--- src/rtl/tlu_trig_ctrl.sv ---
// Trigger sequencer: forms a masked/vetoed coincidence from discriminator VALIDs,
// pulses the enabled DUT trigger lines, runs the busy handshake, numbers and timestamps triggers.
module tlu_trig_ctrl #(
  parameter int N_CH  = 6,
  parameter int N_DUT = 4
) (
  input  logic             CLK40,
  input  logic             RST_N,
  input  logic             EN,
  input  logic [N_CH-1:0]  CH_VALID,
  input  logic [N_CH-1:0]  CH_EN_MASK,
  input  logic [N_CH-1:0]  CH_VETO_MASK,
  input  logic [N_DUT-1:0] DUT_EN_MASK,
  input  logic [N_DUT-1:0] DUT_BUSY,
  input  logic [7:0]       TRIG_LEN,
  input  logic [15:0]      BUSY_TIMEOUT,
  output logic [N_DUT-1:0] DUT_TRIGGER,
  output logic             TRIG_STB,
  output logic [31:0]      TRIG_ID,
  output logic [31:0]      TRIG_TIME,
  output logic [15:0]      SKIP_CNT,
  output logic             TIMEOUT_ERR,
  output logic [1:0]       STATE
);

  typedef enum logic [1:0] {
    S_IDLE     = 2'd0,
    S_TRIG     = 2'd1,
    S_WAIT_ACK = 2'd2,
    S_WAIT_REL = 2'd3
  } state_e;

  state_e      state_q, state_d;
  logic [31:0] ts_q;
  logic [31:0] trig_cnt_q;
  logic [31:0] trig_id_q;
  logic [31:0] trig_time_q;
  logic [15:0] skip_q;
  logic [15:0] to_cnt_q, to_cnt_d;
  logic [7:0]  len_cnt_q, len_cnt_d;
  logic        hit_prev_q;
  logic        trig_stb_q;
  logic        timeout_err_q;

  logic hit, coin, accept, skip;
  logic pulse_done, handshake_en, acked, released, timeout, ack_timeout;

  // A channel present in both masks needs VALID high and low at once, so it blocks HIT.
  assign hit = EN & (|CH_EN_MASK) & (&(CH_VALID | ~CH_EN_MASK)) & ~(|(CH_VALID & CH_VETO_MASK));
  assign coin   = hit & ~hit_prev_q;
  assign accept = coin & (state_q == S_IDLE);
  assign skip   = coin & (state_q != S_IDLE);

  // Busy handshake: after the pulse every enabled DUT must raise BUSY (ack) within
  // BUSY_TIMEOUT cycles; then all enabled DUTs must drop BUSY (release) before IDLE.
  assign pulse_done   = (len_cnt_q >= TRIG_LEN);
  assign handshake_en = (BUSY_TIMEOUT != 16'd0) & (|DUT_EN_MASK);
  assign acked        = &(DUT_BUSY | ~DUT_EN_MASK);
  assign released     = ~|(DUT_BUSY & DUT_EN_MASK);
  assign timeout      = ({1'b0, to_cnt_q} + 17'd1) >= {1'b0, BUSY_TIMEOUT};
  assign ack_timeout  = EN & (state_q == S_WAIT_ACK) & ~acked & timeout;

  always_ff @(posedge CLK40 or negedge RST_N) begin
    if (!RST_N) begin
      state_q <= S_IDLE;
    end else begin
      state_q <= state_d;
    end
  end

  always_comb begin
    state_d = state_q;
    if (!EN) begin
      state_d = S_IDLE;
    end else begin
      case (state_q)
        S_IDLE:     if (accept) state_d = S_TRIG;
        S_TRIG:     if (pulse_done) state_d = handshake_en ? S_WAIT_ACK : S_IDLE;
        S_WAIT_ACK: begin
          if (acked)        state_d = S_WAIT_REL;
          else if (timeout) state_d = S_IDLE;
        end
        S_WAIT_REL: if (released) state_d = S_IDLE;
        default:    state_d = S_IDLE;
      endcase
    end
  end

  always_comb begin
    DUT_TRIGGER = '0;
    if ((state_q == S_TRIG) && EN) begin
      DUT_TRIGGER = DUT_EN_MASK;
    end
    STATE = state_q;
  end

  // Both counters sit at zero outside their state, so entry always starts from zero.
  assign len_cnt_d = (state_q == S_TRIG)     ? len_cnt_q + 8'd1 : 8'd0;
  assign to_cnt_d  = (state_q == S_WAIT_ACK) ? to_cnt_q + 16'd1 : 16'd0;

  always_ff @(posedge CLK40 or negedge RST_N) begin
    if (!RST_N) begin
      ts_q          <= 32'd0;
      hit_prev_q    <= 1'b0;
      trig_cnt_q    <= 32'd0;
      trig_id_q     <= 32'd0;
      trig_time_q   <= 32'd0;
      trig_stb_q    <= 1'b0;
      skip_q        <= 16'd0;
      timeout_err_q <= 1'b0;
      len_cnt_q     <= 8'd0;
      to_cnt_q      <= 16'd0;
    end else begin
      ts_q       <= ts_q + 32'd1;
      hit_prev_q <= hit;
      trig_stb_q <= accept;
      len_cnt_q  <= len_cnt_d;
      to_cnt_q   <= to_cnt_d;
      if (accept) begin
        trig_id_q   <= trig_cnt_q;
        trig_cnt_q  <= trig_cnt_q + 32'd1;
        trig_time_q <= ts_q;
      end
      if (skip && (skip_q != 16'hFFFF)) begin
        skip_q <= skip_q + 16'd1;
      end
      if (ack_timeout) begin
        timeout_err_q <= 1'b1;
      end
    end
  end

  assign TRIG_STB    = trig_stb_q;
  assign TRIG_ID     = trig_id_q;
  assign TRIG_TIME   = trig_time_q;
  assign SKIP_CNT    = skip_q;
  assign TIMEOUT_ERR = timeout_err_q;

endmodule

--- config.mk ---
export PLATFORM = sky130hd
export DESIGN_NAME = tlu_trig_ctrl
export DESIGN_NICKNAME = d
export VERILOG_FILES = /design/src/rtl/tlu_trig_ctrl.sv
export SDC_FILE = /design/constraint.sdc
export NUM_CORES = 1
export LEC_CHECK = 0
export CELL_PAD_IN_SITES_DETAIL_PLACEMENT = 0
export CELL_PAD_IN_SITES_GLOBAL_PLACEMENT = 1
export CORE_UTILIZATION = 37
export CTS_CLUSTER_DIAMETER = 200
export CTS_CLUSTER_SIZE = 30
export DETAILED_ROUTE_END_ITERATION = 10
export PLACE_DENSITY = 0.74
export SYNTH_ARGS = -nofsm -noshare
export SYNTH_HDL_FRONTEND = slang
export SYNTH_SLANG_ARGS = --single-unit
--- constraint.sdc ---
create_clock -name CLK40 -period 2.5 [get_ports CLK40]
set_input_delay 0.25 -clock CLK40 [delete_from_list [all_inputs] [get_ports CLK40]]
set_output_delay 0.25 -clock CLK40 [all_outputs]
set_load 0.03 [all_outputs]
==> results.cfg, run 1 <==
[status]
status = finished, violations left
violations = negative setup slack

[placed_design]
gp_congestion = 0.809
place_hpwl_mm = 13.0
post-place-ws_ns = -0.116
port_buffers = 140

[pwr]
p_int_mw = 4.58
p_sw_mw = 1.57
p_total_mw = 6.15
p_leak_nw = 5.25
seqPwrFrac = 0.477
powerDensity_nw_per_um2 = 572
p_comb_frac = 0.095
peakVddDrop_v = 0.000463
switching_share = 0.255
power.share.clock = 0.427

[critical_path]
worst-setup-path-type = flop to flop
endpoint_kind = flop
cp_cell_sequence = ha_4 -> nand4_1 -> nor2_1 -> xor2_1 -> ha_1 -> a21oi_1 -> o21a_1 -> o221ai_2 -> a41oi_2 -> nand3_1 -> a41o_1
crit_slowest_cell = dfrtp_1
start_kind = flop
cp.arrival_ns = 2.85
critPathMaxStageDelay_ns = 0.42
path_max_fanout = 3
crit_required_ns = 2.82

[clock_tree]
cts_tree = built
h-tree-depth = 4
clkSlewWorstSetupHoldPaths_ns = 0.07
cts_sinks = 173
cts_buffers = 17
clock_latency_ns = 0.43
clock_path_buffers = 2
clock-root-buffer = clkbuf_16

[drt]
viasPerCell = 4.75
drc = 0
dr.first_iter.drc_count = 195
drt_pass1_iterations = 4
wl_per_cell_um = 14.2
num_vias = 6155
routed_wirelength_mm = 18.4
ant_nets = 0

[synth]
synth-simple-area-share = 0.241
synth.avg_cell_area_um2 = 9.68
postSynthNetCount = 921
synth_edf_count = 0
synthArstFlopShare = 1.00
synth.area.mux_share = 0.00416
synth-adder-area-share = 0.0447
synth_top_cell_by_area = dfrtp_1
synth_ff_type = dfrtp_1
synth_top_family_by_area = simple AND/OR/NAND/NOR gates
synth_top_area_frac = 0.533
synth_top_cells_by_count = nand2_1, dfrtp_1, xor2_1, inv_1, nand3_1
syn-cell-area_um2 = 8130
ys_top_cells_by_area = dfrtp_1, nand2_1, xor2_1, xnor2_1, ha_1
synth_compound_area_frac = 0.0388
synth_cell_types = 47
seq_area_frac_synth = 0.533
netlist_instances = 839
ys_warn_count = 0
synth.most_common_cell = nand2_1
synth_seq_cells = 173
synthXorXnorAreaFrac = 0.102

[sta]
finClkSkew_ns = 0.0106
fin_ws_ns = -0.0318
min_period_over_period = 1.01
whs_ns = 0.301
hold_viol_final = 0
clock.fmax_mhz = 395
rsz0062_at_grt = yes
setup_viol = 1
finalMaxSlewViolations = 0
fin_crit_ns = 2.53
maxSlewHeadroom = 0.613
tightestPinTransition_ns = 0.576

[floorplan]
die_area_um2 = 22600
die_w_um = 150
core-area_um2 = 21300
start_util = 0.382
die_height_um = 150
core.rowCount = 53
io_pins = 141

[cells_and_area]
drive_gt1_frac = 0.0912
fin_nets = 1089
syn2layout_area_growth_pct = 32.2
antenna_cells = 0

[grt]
grt_max_degree = 85
grtUsageTotal = 0.171
grt_pass1_wl_mm = 30.4
grt-ovfl-total = 0
first_global_vias = 6275
antenna_found_initial = 0

[flow_run]
maxCapViolCount = 0

[worst_hold_path]
hp-class = primary input to async pin
-- cells by family after synthesis --
| family | after synthesis |
|---|---|
| buffers and inverters | 74 |
| adder cells (fa/ha/maj) | 29 |
| XOR/XNOR | 95 |
| AO/OA/AOI/OAI | 46 |
| AND/OR/NAND/NOR | 419 |
| multiplexers | 3 |
| flip-flops | 173 |
-- timing repair --
item                                    in CTS  in global routing
hold endpoints to repair                    41                  0
buffers inserted                             2                  3
hold buffers                                 1                  0
pin swaps                                    5                 17
resized for setup                            3                 14
endpoints found under the setup margin       2                  2
-- per-layer routing --
| layer | global-route usage | routed length, um |
|---|---|---|
| met2 | 0.277 | 8490 |
| met3 | 0.0415 | 866 |
| met1 | 0.228 | 8840 |
| met5 | 0 | 0 |
| met4 | 0.0485 | 184 |
-- stage by stage --
step / utilization / cells / setup TNS [ns] / instance area [um2]
final: 0.505 / 1295 / -0.0318 / 10700
after global routing: 0.505 / 1295 / -0.295 / 10700
after CTS: 0.500 / 1292 / 0 / 10600
after detailed placement: 0.471 / 1257 / -0.132 / 10000
after global placement: 0.471 / 1257 / -0.0570 / 10000
after floorplan: - / 839 / 0 / 8130
-- cells in the final DEF, fill, tap and decap left out, types with 3 or more instances in the layout --
cell	instances
nand2_1	214
dfrtp_1	173
clkdlybuf4s50_1	139
xor2_1	52
inv_1	51
nand3_1	44
xnor2_1	42
nor2_1	41
buf_4	28
ha_1	27
nor3_1	26
and2_1	18
nand4_1	17
clkbuf_16	17
o21ai_0	14
nor4_1	13
and3_1	12
a21oi_1	9
nand2b_1	5
a22oi_1	5
and4_1	4
nor4_2	3
nor2b_1	3
nand3_2	3
mux2_2	3
inv_6	3
clkinv_4	3
buf_12	3
-- power groups by stage --
stage	clock, mW	sequential [mW]	combinational, mW
after floorplan	0	3.11	0.125
after global placement	0	2.99	0.587
after detailed placement	0	2.99	0.589
after CTS	2.70	2.94	0.594
after global routing	2.82	2.94	0.648
final	2.63	2.93	0.586
-- area by class of cell --
type                            count  area [um2]
Clock buffer                       19         453
Inverter                           51         191
Clock inverter                     13         130
Tap cell                          275         344
Timing Repair Buffer              172        1680
Fill cell                        2011       10500
Multi-Input combinational cell    592        3610
Sequential cell                   173        4330
-- worst paths after layout --
kind | startpoint | end | slack [ns] | cells past startpoint
worst min-delay path | RST_N | len_cnt_q[4] | 0.30 | 2
worst max-delay path | to_cnt_q[1] | TIMEOUT_ERR | -0.03 | 11
max in group asynchronous | RST_N | ts_q[14] | 1.36 | 3
min in group CLK40 | TRIG_ID[31] | TRIG_ID[31] | 0.46 | 2
worst min register to register | TRIG_ID[31] | TRIG_ID[31] | 0.46 | 2
worst max register to register | to_cnt_q[1] | TIMEOUT_ERR | -0.03 | 11
-- worst max-delay path: cells and delay by family (launching register included) --
| family | cells | cell delay [ns] |
|---|---|---|
| AOI/OAI and AO/OA | 5 | 0.77 |
| DFF | 1 | 0.42 |
| and+or+nand+nor | 3 | 0.53 |
| xor gates and xnor gates | 1 | 0.25 |
| adders and majority gates | 2 | 0.46 |
-- sequential cells by signal, summed over array words and instances (netlist names), 2 cells and up --
register	flops
TRIG_ID	32
ts_q	32
to_cnt_q	16
SKIP_CNT	16
STATE	2
TRIG_TIME	32
trig_cnt_q	32
len_cnt_q	8
(Power assumes the default switching activity.)
==> run 2, diff against run 1 <==
--- a/config.mk
+++ b/config.mk
@@ -11,6 +11,7 @@
 export CTS_CLUSTER_DIAMETER = 200
 export CTS_CLUSTER_SIZE = 30
 export DETAILED_ROUTE_END_ITERATION = 10
+export MAX_ROUTING_LAYER = met4
 export PLACE_DENSITY = 0.74
 export SYNTH_ARGS = -nofsm -noshare
 export SYNTH_HDL_FRONTEND = slang
==> run 2 against run 1 <==
The run still ends with negative setup slack left. Sequential share of layout area unchanged. Sequential cell count unchanged. Routed wire length decreased by 0.17%.
==> results.cfg, run 2 (synthesized netlist as in run 1, its figures left out) <==
[grt]
grtUsageTotal = 0.176
grt_pass1_wl_mm = 30.4
first_global_vias = 6263
grt_max_degree = 85
antenna_found_initial = 0
grt-ovfl-total = 0

[sta]
maxSlewHeadroom = 0.620
whs_ns = 0.303
finClkSkew_ns = 0.0102
setup_viol = 1
fin_setup_tns_ns = -0.0258
hold_viol_final = 0
rsz0062_at_grt = yes
fin_ws_ns = -0.0258
min_period_over_period = 1.01
tightestPinTransition_ns = 0.565
finalMaxSlewViolations = 0
fin_crit_ns = 2.53
clock.fmax_mhz = 396

[clock_tree]
clock_path_buffers = 2
cts_tree = built
cts_buffers = 17
clkSlewWorstSetupHoldPaths_ns = 0.07
clock-root-buffer = clkbuf_16
cts_sinks = 173
h-tree-depth = 4
clock_latency_ns = 0.43

[critical_path]
setup.worst_path.start = to_cnt_q[1]
endpoint_kind = flop
cp-endpoint = TIMEOUT_ERR
worst-setup-path-type = flop to flop
crit_required_ns = 2.82
start_kind = flop
cp.arrival_ns = 2.85
path_max_fanout = 3
reg2reg_to = TIMEOUT_ERR
r2r-start = to_cnt_q[1]
reg2reg_slack_ns = -0.03
rr_worst_depth = 11

[status]
status = finished, violations left
violations = negative setup slack

[placed_design]
placed_area_um2 = 10000
port_buffers = 140
place_hpwl_mm = 13.0
gp_congestion = 0.821

[drt]
dr.first_iter.drc_count = 192
wl_per_cell_um = 14.2
ant_nets = 0
num_vias = 6140
drc = 0
viasPerCell = 4.74
routed_wirelength_mm = 18.3
drt_pass1_iterations = 4

[floorplan]
die_w_um = 150
die_area_um2 = 22600
core-area_um2 = 21300
start_util = 0.382
io_pins = 141
die_height_um = 150
core.rowCount = 53

[pwr]
p_sw_mw = 1.57
p_int_mw = 4.58
seqPwrFrac = 0.478
peakVddDrop_v = 0.000458
p_leak_nw = 5.25
p_comb_frac = 0.095
powerDensity_nw_per_um2 = 572
power.share.clock = 0.427
switching_share = 0.255

[cells_and_area]
antenna_cells = 0
final_cell_mix = nand2_1, dfrtp_1, clkdlybuf4s50_1
stdcell_area_um2 = 10700
final_common_cell = nand2_1
nFillCells = 2011
syn2layout_area_growth_pct = 32.2
final_core_util = 0.505
drive_gt1_frac = 0.0912
fin_nets = 1089

[worst_hold_path]
hp-class = primary input to async pin

[flow_run]
maxCapViolCount = 0
==> run 2: per-stage QoR <==
| step | setup WS, ns | total power, mW | instances |
|---|---|---|---|
| after detailed placement | -0.116 | 3.58 | 1257 |
| final | -0.0258 | 6.15 | 1295 |
| after global placement | -0.0570 | 3.57 | 1257 |
| after CTS | 0.00938 | 6.23 | 1292 |
| after global routing | -0.164 | 6.41 | 1295 |
| after floorplan | 0.161 | 3.23 | 839 |
==> run 2: worst min-delay path by stage <==
stage,start,to,cells after the start
after floorplan,RST_N,SKIP_CNT[0],0
after global placement,RST_N,len_cnt_q[4],1
after detailed placement,RST_N,len_cnt_q[4],1
after CTS,RST_N,len_cnt_q[4],2
after global routing,RST_N,len_cnt_q[5],2
final,RST_N,len_cnt_q[4],2
==> run 2: power groups by stage <==
stage          combinational [mW]  sequential, mW  clock, mW
2_1_floorplan               0.125            3.11          0
3_3_place_gp                0.587            2.99          0
3_5_place_dp                0.589            2.99          0
4_1_cts                     0.594            2.94       2.70
5_1_grt                     0.648            2.94       2.81
6_report                    0.586            2.93       2.62
==> run 2: cell type report <==
type	count	area, um2	area share
Multi-Input combinational cell	592	3610	0.336
Clock buffer	19	453	0.0422
Sequential cell	173	4330	0.403
Timing Repair Buffer	172	1680	0.157
Inverter	51	191	0.0178
Tap cell	275	344	0.0320
Clock inverter	13	130	0.0121
==> run 2: layer usage <==
| metal | global-route usage | part of all wire | vias to the layer above |
|---|---|---|---|
| li1 | - | - | 3100 |
| met1 | 0.229 | 0.48 | 2920 |
| met2 | 0.276 | 0.46 | 103 |
| met3 | 0.0376 | 0.045 | 17 |
| met4 | 0.0515 | 0.0098 | 0 |
| met5 | - | 0 | - |
==> run 2: worst max-delay path: stages, from the launching register on <==
cell and delay, ns:
dfrtp_1 0.42, ha_4 0.17, nand4_1 0.19, nor2_1 0.22, xor2_1 0.25, ha_1 0.29
a21oi_1 0.13, o21a_1 0.15, o221ai_2 0.10, a41oi_2 0.18, nand3_1 0.12, a41o_1 0.19
==> run 2: timing repair <==
item / 4_1_cts / 5_1_grt
setup buffers: 2 / 3
pin swaps: 5 / 17
hold buffers: 1 / 0
hold endpoints to repair: 41 / 0
endpoints found under the setup margin: 2 / 2
resized for setup: 3 / 14
